[src/rtl/lfsr_checker_sat_counter.sv]
// Saturating up-counter with synchronous clear and asynchronous reset.
module sat_counter #(
  parameter int W = 16
) (
  input  logic         clk,
  input  logic         reset,
  input  logic         inc,
  input  logic         clr,
  output logic [W-1:0] count
);

  always_ff @(posedge clk or posedge reset) begin
    if (reset) begin
      count <= '0;
    end else if (clr) begin
      count <= '0;
    end else if (inc && (count != '1)) begin
      count <= count + 1'b1;
    end
  end

endmodule

[config.mk]
export PLATFORM = sky130hd
export DESIGN_NAME = sat_counter
export DESIGN_NICKNAME = d
export VERILOG_FILES = /design/src/rtl/lfsr_checker_sat_counter.sv
export SDC_FILE = /design/constraint.sdc
export NUM_CORES = 1
export LEC_CHECK = 0
export CORE_MARGIN = 3
export CORE_UTILIZATION = 53
export CTS_CLUSTER_DIAMETER = 50
export DETAILED_ROUTE_END_ITERATION = 16
export PLACE_DENSITY = 0.92
export SYNTH_ARGS = -nofsm -noshare
export SYNTH_HDL_FRONTEND = slang
export SYNTH_SLANG_ARGS = --single-unit
[constraint.sdc]
create_clock -name clk -period 3.87 [get_ports clk]
set_input_delay 0.774 -clock clk [delete_from_list [all_inputs] [get_ports clk]]
set_output_delay 0.774 -clock clk [all_outputs]
set_load 0.01 [all_outputs]
---- Word level (Yosys, flattened, before mapping) ----
Index checks and enable logic that the tools add are counted.
operators by class
  add/subtract/negate cells ............... 1
  equal/unequal tests ..................... 1
  mux-type cells .......................... 2
  reductions and logical operators ........ 2
operators by type and width
  cell                     number
  $mux W16                 2
  $add A16 B1 Y16 const B  1
  $ne A16 B16 Y1 const B   1
  $reduce_bool A2 Y1       1
  $logic_and A1 B1 Y1      1
storage, ports and cells
  register bits after elaboration ......... 16
  input port bits ......................... 4
  output and inout port bits .............. 16
  logic and storage cells ................. 7

---- Longest topological paths before layout ----
Gate-level depths: netlist of the first run.
  depth in word-level cells ............... 4
  mapped depth ............................ 6
  depth with buffers taken out ............ 5

---- Worst setup path before layout of the first run ----
OpenSTA, ideal clock, no wires.
  path type ............................... in2reg
  start point ............................. input inc
  end point ............................... register count[13]
  data arrival time ....................... 2,060 ps
  required time ........................... 3,792 ps
  setup slack ............................. 1,732 ps
  stages on the path ...................... 5
  path buffers ............................ 1
  path through ............................ clkbuf_2 > nand3_1 > or4_4 > or4_1 > a21oi_1
on the way
  longest elaborated chain between the ends .. 2
ends and longest elaborated chain
  what                          RTL line  source
  start, declared               7         input logic inc,
  $logic_and A1 B1 Y1           17        end else if (inc && (count != '1)) begin
  $reduce_bool A2 Y1 (no line)  -
  end signal, assigned          18        count <= count + 1'b1;
  end, declared                 9         output logic [W-1:0] count
Every way passes these cells.
A chain may end at the register's enable or synchronous reset.

---- Worst setup path after layout of the first run ----
Ends and elaborated chain as after synthesis.

==> insert_results.sql, run 1 <==
INSERT INTO impl_metrics (metric_group, metric, value, unit) VALUES
('synth', 'ys.warnings.count', '0', ''),
('clocking', 'ctsHoldBuffers', '0', ''),
('synth', 'synth.avg_cell_area', '9.23', 'µm²'),
('die', 'floorplan.die.width', '47.9', 'µm'),
('sta', 'grt_setup_unrepaired', 'false', ''),
('clocking', 'cts_tree', 'yes', ''),
('clocking', 'cts_inserted_buffers', '3', ''),
('synth', 'syn_nets', '106', ''),
('sta', 'finalClockSkew', '0.00508', 'ns'),
('sta', 'timing.slew.headroom', '56.0', '%'),
('sta', 'post_route_setup_tns', '0', 'ns'),
('power', 'irDropWorstVdd', '0.163', 'mV'),
('critical_path', 'startpoint_type', 'input port', ''),
('placed_design', 'place_hpwl', '1.53', 'mm'),
('detailed_routing', 'drt_pass1_iterations', '4', ''),
('finish', 'antenna_cells_inserted', '0', ''),
('die', 'core', '0.00158', 'mm²'),
('detailed_routing', 'drt.antenna.violating_nets', '0', ''),
('synth', 'post_synth_inst_count', '101', ''),
('critical_path', 'cp_max_fo', '8', ''),
('power', 'leakagePower', '0.405', 'nW'),
('die', 'dieArea', '0.00230', 'mm²'),
('detailed_routing', 'routedWlPerCell', '15.8', 'µm'),
('finish', 'layout.core_utilization', '72.3', '%'),
('critical_path', 'criticalPathCategory', 'in -> reg', ''),
('critical_path', 'crit_start', 'inc', ''),
('sta', 'hold_viol_final', '0', ''),
('clocking', 'clock-sinks', '16', ''),
('sta', 'final_max_slew_viol_count', '0', ''),
('clocking', 'cts.repair.resized', '0', ''),
('critical_path', 'endpoint_arrival_time_on_the_critical_path', '2.74', 'ns'),
('finish', 'design_area', '0.00114', 'mm²'),
('placed_design', 'gp_congestion', '0.852', ''),
('clocking', 'htree_levels', '1', ''),
('critical_path', 'crit-reg2reg-launch', 'count[11]', ''),
('clocking', 'cts.clk_slew.worst_paths', '0.09', 'ns'),
('sta', 'final_critical_path_setup_slack', '1.33', 'ns'),
('finish', 'mostFrequentLayoutCells', 'sky130_fd_sc_hd__clkdlybuf4s50_1 (19), sky130_fd_sc_hd__dfrtp_1 (16), sky130_fd_sc_hd__a21oi_1 (12), sky130_fd_sc_hd__nand3_1 (7)', ''),
('placed_design', 'dp_worst_setup_slack', '1.08', 'ns'),
('grt', 'largest_net_degree_at_the_start_of_global_routing', '20', ''),
('synth', 'synthesis.area', '932', 'µm²'),
('detailed_routing', 'detailroute.via_count', '902', ''),
('power', 'power_density', '249', 'mW/mm²'),
('finish', 'max_flop_register', 'count', ''),
('sta', 'worst_slew_pin_slew', '0.659', 'ns'),
('synth', 'synth_seq_cells', '16', ''),
('critical_path', 'crit_end', 'count[13]', ''),
('status', 'run_status', 'finished, final reports clean', ''),
('critical_path', 'worst_ep_required_time', '4.08', 'ns'),
('power', 'fin_total_pwr', '284', 'µW'),
('finish', 'area_growth_syn_to_layout', '22.3', '%'),
('detailed_routing', 'remaining_drc_errors', '0', ''),
('detailed_routing', 'initialDrtViolationCount', '38', ''),
('clocking', 'ctsLongestPathBuffers', '2', ''),
('synth', 'ys_seq_area_share', '43.0', '%'),
('die', 'die_h', '47.9', 'µm'),
('flow_run', 'drv.max_cap_violation_count', '0', ''),
('grt', 'grt_overflow', '0', ''),
('die', 'floorplan.initialDensity', '59.1', '%'),
('placed_design', 'dpl_cell_area', '0.00112', 'mm²'),
('finish', 'drive_gt1_share', '7.56', '%'),
('detailed_routing', 'via_per_inst', '6.68', ''),
('grt', 'via_count_of_the_first_global_routing_pass', '827', ''),
('finish', 'top_regs', 'count x16', ''),
('finish', 'most_common_library_cell_in_the_layout_ignoring_fill_and_taps', 'sky130_fd_sc_hd__clkdlybuf4s50_1', ''),
('die', 'design.portCount', '20', ''),
('critical_path', 'r2r_end', 'count[0]', ''),
('grt', 'first_pass_grt_wire_length', '3.67', 'mm'),
('grt', 'antenna_violations_before_repair', '0', ''),
('critical_path', 'crit_path_capture_type', 'flip-flop', ''),
('finish', 'final_net_count', '126', '');
[critical path, cell delays in order]
cell and delay [ns]:
sky130_fd_sc_hd__clkdlybuf4s50_1 0.64, sky130_fd_sc_hd__nand3_1 0.26, sky130_fd_sc_hd__or4_4 0.51, sky130_fd_sc_hd__or4_1 0.41, sky130_fd_sc_hd__a21oi_1 0.15
[logic make-up (layout without fill, tap and decap cells)]
kind of cell	after synthesis	after routing	share of synthesized area [%]
simple gates	49	49	32.6
buf+inv	7	25	3.89
fa+ha+maj	1	1	1.34
compound gates	25	25	15.7
flops	16	16	43.0
mux	3	3	3.49
[worst min path at each step]
stage | from | endpoint | slack, ns | cells after the start
final | count[14] | count[14] | 0.58 | 2
after global routing | count[14] | count[14] | 0.62 | 2
after CTS | count[14] | count[14] | 0.59 | 2
after global placement | count[14] | count[14] | 0.55 | 2
after detailed placement | count[14] | count[14] | 0.57 | 2
after floorplan | count[14] | count[14] | 0.58 | 2
[power by group]
part	switching [mW]	internal, mW	leakage [nW]	total (mW)
Sequential	0.00276	0.169	0.222	0.172
Clock	0.0528	0.0362	0.0138	0.0890
Combinational	0.0128	0.0100	0.169	0.0228
[per-stage QoR]
step,cells,hold WS (ns)
floorplan,101,0.579
CTS,135,0.586
detailed placement,132,0.568
global placement,132,0.549
global route,135,0.616
finish,135,0.582
[synthesized netlist by cell type]
cell	instances	area [µm²]
sky130_fd_sc_hd__dfrtp_1	16	400
sky130_fd_sc_hd__a21oi_1	12	60.1
sky130_fd_sc_hd__nand3_1	7	35.0
sky130_fd_sc_hd__nand2_1	6	22.5
sky130_fd_sc_hd__or3_1	6	37.5
sky130_fd_sc_hd__or4_1	6	45.0
sky130_fd_sc_hd__o21ai_0	5	25.0
sky130_fd_sc_hd__o31ai_1	5	37.5
sky130_fd_sc_hd__nand4_1	4	25.0
sky130_fd_sc_hd__nor3_1	4	20.0
sky130_fd_sc_hd__inv_1	3	11.3
sky130_fd_sc_hd__nor2_1	3	11.3
sky130_fd_sc_hd__nor2b_1	3	18.8
sky130_fd_sc_hd__nor4_1	3	18.8
sky130_fd_sc_hd__mux2_2	2	22.5
sky130_fd_sc_hd__nand2b_1	2	12.5
sky130_fd_sc_hd__o41ai_1	2	17.5
sky130_fd_sc_hd__a31oi_1	1	6.26
sky130_fd_sc_hd__and4_1	1	8.76
sky130_fd_sc_hd__buf_4	1	7.51
sky130_fd_sc_hd__clkbuf_1	1	3.75
sky130_fd_sc_hd__clkbuf_2	1	5.00
sky130_fd_sc_hd__dlygate4sd1_1	1	8.76
sky130_fd_sc_hd__ha_1	1	12.5
sky130_fd_sc_hd__mux2i_1	1	10.0
sky130_fd_sc_hd__nand4_4	1	21.3
sky130_fd_sc_hd__or3_2	1	7.51
sky130_fd_sc_hd__or4_2	1	8.76
sky130_fd_sc_hd__or4_4	1	11.3
[layer usage]
| metal | global-route usage (%) | wire, µm | vias to the layer above | share of wire (%) |
|---|---|---|---|---|
| li1 | - | - | 432 | - |
| met1 | 30.3 | 925 | 423 | 43 |
| met2 | 35.1 | 1030 | 42 | 48 |
| met3 | 5.26 | 141 | 5 | 6.6 |
| met4 | 8.60 | 34 | 0 | 1.6 |
| met5 | 0 | 0 | - | 0 |
[final cells by class]
| cell class | instances | area [µm²] |
|---|---|---|
| clock buffers | 3 | 22.5 |
| fillers | 117 | 437 |
| inverters | 3 | 11.3 |
| multi-input cells | 78 | 495 |
| flip-flops and latches | 16 | 400 |
| well taps | 16 | 20.0 |
| repair buffers | 19 | 190 |
(Power assumes the default switching activity.)
==> run 2: changes to the inputs <==
CORE_UTILIZATION = 44   (was 53)
PLACE_DENSITY = 0.82   (was 0.92)
clock period = 2.1 ns   (was 3.87 ns; I/O delays follow)
==> run 2 against run 1 <==
Die area up 18%. Wire length up 4.0%. Highest routed layer unchanged. Count of clock-buffer cells in the layout up 1. Critical path depth down 1. Critical path type is now reg -> reg. Utilization down 12 points. Via count up 2.7%.
==> insert_results.sql, run 2 (synthesized netlist as in run 1, its figures left out) <==
INSERT INTO impl_metrics (metric_group, metric, value, unit) VALUES
('status', 'run_status', 'finished, final reports clean', ''),
('worst_hold_path', 'min_path_type', 'in -> async', ''),
('critical_path', 'cp_num_buf_inv', '0', ''),
('finish', 'largest_register_ffs', '16', ''),
('detailed_routing', 'routedWlPerCell', '14.7', 'µm'),
('detailed_routing', 'route.met2.wl', '1.09', 'mm'),
('clocking', 'clock-sinks', '16', ''),
('grt', 'first_pass_grt_wire_length', '3.83', 'mm'),
('placed_design', 'buffer_ports.inserted', '19', ''),
('detailed_routing', 'top_layer', 'met4', ''),
('clocking', 'cts.repair.resized', '0', ''),
('sta', 'worst_slew_pin_slew', '0.600', 'ns'),
('critical_path', 'cp_max_fo', '8', ''),
('clocking', 'ctsRootBufferMaster', 'sky130_fd_sc_hd__clkbuf_4', ''),
('critical_path', 'endpoint_arrival_time_on_the_critical_path', '2.15', 'ns'),
('critical_path', 'r2r_end', 'count[13]', ''),
('sta', 'timing.slew.headroom', '60.0', '%'),
('sta', 'grt_setup_unrepaired', 'false', ''),
('sta', 'achievable-frequency', '516', 'MHz'),
('clocking', 'worst_skew_pair.late_latency', '0.29', 'ns'),
('grt', 'grt_usage', '18.5', '%'),
('critical_path', 'critical-path-slowest-cell', 'sky130_fd_sc_hd__or4_4', ''),
('die', 'floorplan.initialDensity', '47.0', '%'),
('finish', 'final_layout_fill_cell_count', '173', ''),
('detailed_routing', 'drt_pass1_iterations', '4', ''),
('sta', 'hold_ws', '0.486', 'ns'),
('detailed_routing', 'remaining_drc_errors', '0', ''),
('critical_path', 'critical_path.top_delay_family', 'simple AND/OR/NAND/NOR gates', ''),
('critical_path', 'startpoint_type', 'flip-flop', ''),
('sta', 'setup_viol_count_final', '0', ''),
('sta', 'final_max_slew_viol_count', '0', ''),
('clocking', 'htree_levels', '1', ''),
('sta', 'post_route_fraction_of_the_period_consumed_by_the_critical_path', '92.3', '%'),
('critical_path', 'crit-reg2reg-launch', 'count[2]', ''),
('critical_path', 'crit_path_capture_type', 'flip-flop', ''),
('clocking', 'ctsHoldBuffers', '0', ''),
('critical_path', 'worst_ep_required_time', '2.32', 'ns'),
('clocking', 'ctsLongestPathBuffers', '2', ''),
('finish', 'final_net_count', '130', ''),
('sta', 'final.min_clock_period', '1.94', 'ns'),
('detailed_routing', 'detailroute.via_count', '926', ''),
('critical_path', 'criticalPathCategory', 'reg -> reg', ''),
('finish', 'mostFrequentLayoutCells', 'sky130_fd_sc_hd__clkdlybuf4s50_1 (19), sky130_fd_sc_hd__dfrtp_1 (16), sky130_fd_sc_hd__a21oi_1 (12), sky130_fd_sc_hd__nand3_1 (7)', ''),
('grt', 'largest_net_degree_at_the_start_of_global_routing', '17', ''),
('detailed_routing', 'initialDrtViolationCount', '45', ''),
('grt', 'grt_overflow', '0', ''),
('sta', 'post_route_setup_tns', '0', 'ns'),
('placed_design', 'place_hpwl', '1.56', 'mm'),
('sta', 'hold_viol_final', '0', ''),
('critical_path', 'setup.reg_to_reg.worst_slack', '0.16', 'ns'),
('detailed_routing', 'drt.antenna.violating_nets', '0', ''),
('sta', 'finalClockSkew', '0.00631', 'ns'),
('power', 'fin_total_pwr', '563', 'µW'),
('die', 'core', '0.00198', 'mm²'),
('placed_design', 'gp_congestion', '0.860', ''),
('die', 'dieArea', '0.00271', 'mm²'),
('clocking', 'cts_inserted_buffers', '3', ''),
('die', 'die_h', '52.0', 'µm'),
('clocking', 'cts_tree', 'yes', ''),
('finish', 'antenna_cells_inserted', '0', ''),
('detailed_routing', 'drt_wl_total', '2.21', 'mm'),
('finish', 'design_area', '0.00120', 'mm²'),
('critical_path', 'path_depth_of_the_worst_reg2reg_path', '4', ''),
('power', 'leakagePower', '0.431', 'nW'),
('power', 'irDropWorstVdd', '0.366', 'mV'),
('clocking', 'post-cts-setup-buffer-count', '0', ''),
('detailed_routing', 'via_per_inst', '6.13', ''),
('die', 'design.portCount', '20', ''),
('finish', 'most_common_library_cell_in_the_layout_ignoring_fill_and_taps', 'sky130_fd_sc_hd__clkdlybuf4s50_1', ''),
('clocking', 'cts.clk_slew.worst_paths', '0.09', 'ns'),
('power', 'power_density', '470', 'mW/mm²'),
('finish', 'drive_gt1_share', '11.3', '%'),
('detailed_routing', 'detail_route.wirelength.met1', '977', 'µm'),
('finish', 'area_growth_syn_to_layout', '28.5', '%'),
('detailed_routing', 'route.met3.wl', '124', 'µm'),
('critical_path', 'crit_start', 'count[2]', ''),
('flow_run', 'drv.max_cap_violation_count', '0', ''),
('grt', 'antenna_violations_before_repair', '0', ''),
('critical_path', 'crit_chain', 'nand4_1 > or4_4 > or4_1 > a21oi_1', ''),
('critical_path', 'critical-path-max-stage-delay', '0.58', 'ns'),
('placed_design', 'dpl_cell_area', '0.00116', 'mm²'),
('finish', 'max_flop_register', 'count', ''),
('grt', 'via_count_of_the_first_global_routing_pass', '901', ''),
('finish', 'top_regs', 'count x16', ''),
('die', 'rows', '16', ''),
('die', 'floorplan.die.width', '52.0', 'µm');
## run 2: cell type report
cell class	count	area [µm²]	share of cell area, %
Clock buffer	4	36.3	3.03
Inverter	3	11.3	0.940
Multi-Input combinational cell	78	495	41.4
Sequential cell	16	400	33.4
Tap cell	27	33.8	2.82
Timing Repair Buffer	23	220	18.4
## run 2: worst max path at each step
| stage | depth (start not counted) | slack, ns | end |
|---|---|---|---|
| after floorplan | 6 | 0.28 | count[0] |
| after global placement | 5 | 0.03 | count[13] |
| after global routing | 4 | 0.02 | count[13] |
| final | 4 | 0.16 | count[13] |
| after CTS | 4 | 0.18 | count[13] |
| after detailed placement | 5 | 0.007 | count[13] |
## run 2: metrics by stage
stage | setup slack, ns | util [%] | std cells
2_1_floorplan | 0.277 | - | 101
3_3_place_gp | 0.0275 | 58.6 | 147
3_5_place_dp | 0.00702 | 58.6 | 147
4_1_cts | 0.178 | 60.4 | 151
5_1_grt | 0.0191 | 60.4 | 151
6_report | 0.162 | 60.4 | 151
## run 2: report_power, final
part           internal [mW]  switching [mW]  total [mW]
sequential             0.312         0.00577       0.317
combinational         0.0212          0.0233      0.0445
clock                  0.106          0.0956       0.201
total                  0.438           0.125       0.563
## run 2: routing by layer
metal  track usage, %  vias up
met3             3.15        4
met4             8.30        0
met2             28.9       40
met1             24.9      442
met5                0        -
li1                 -      440
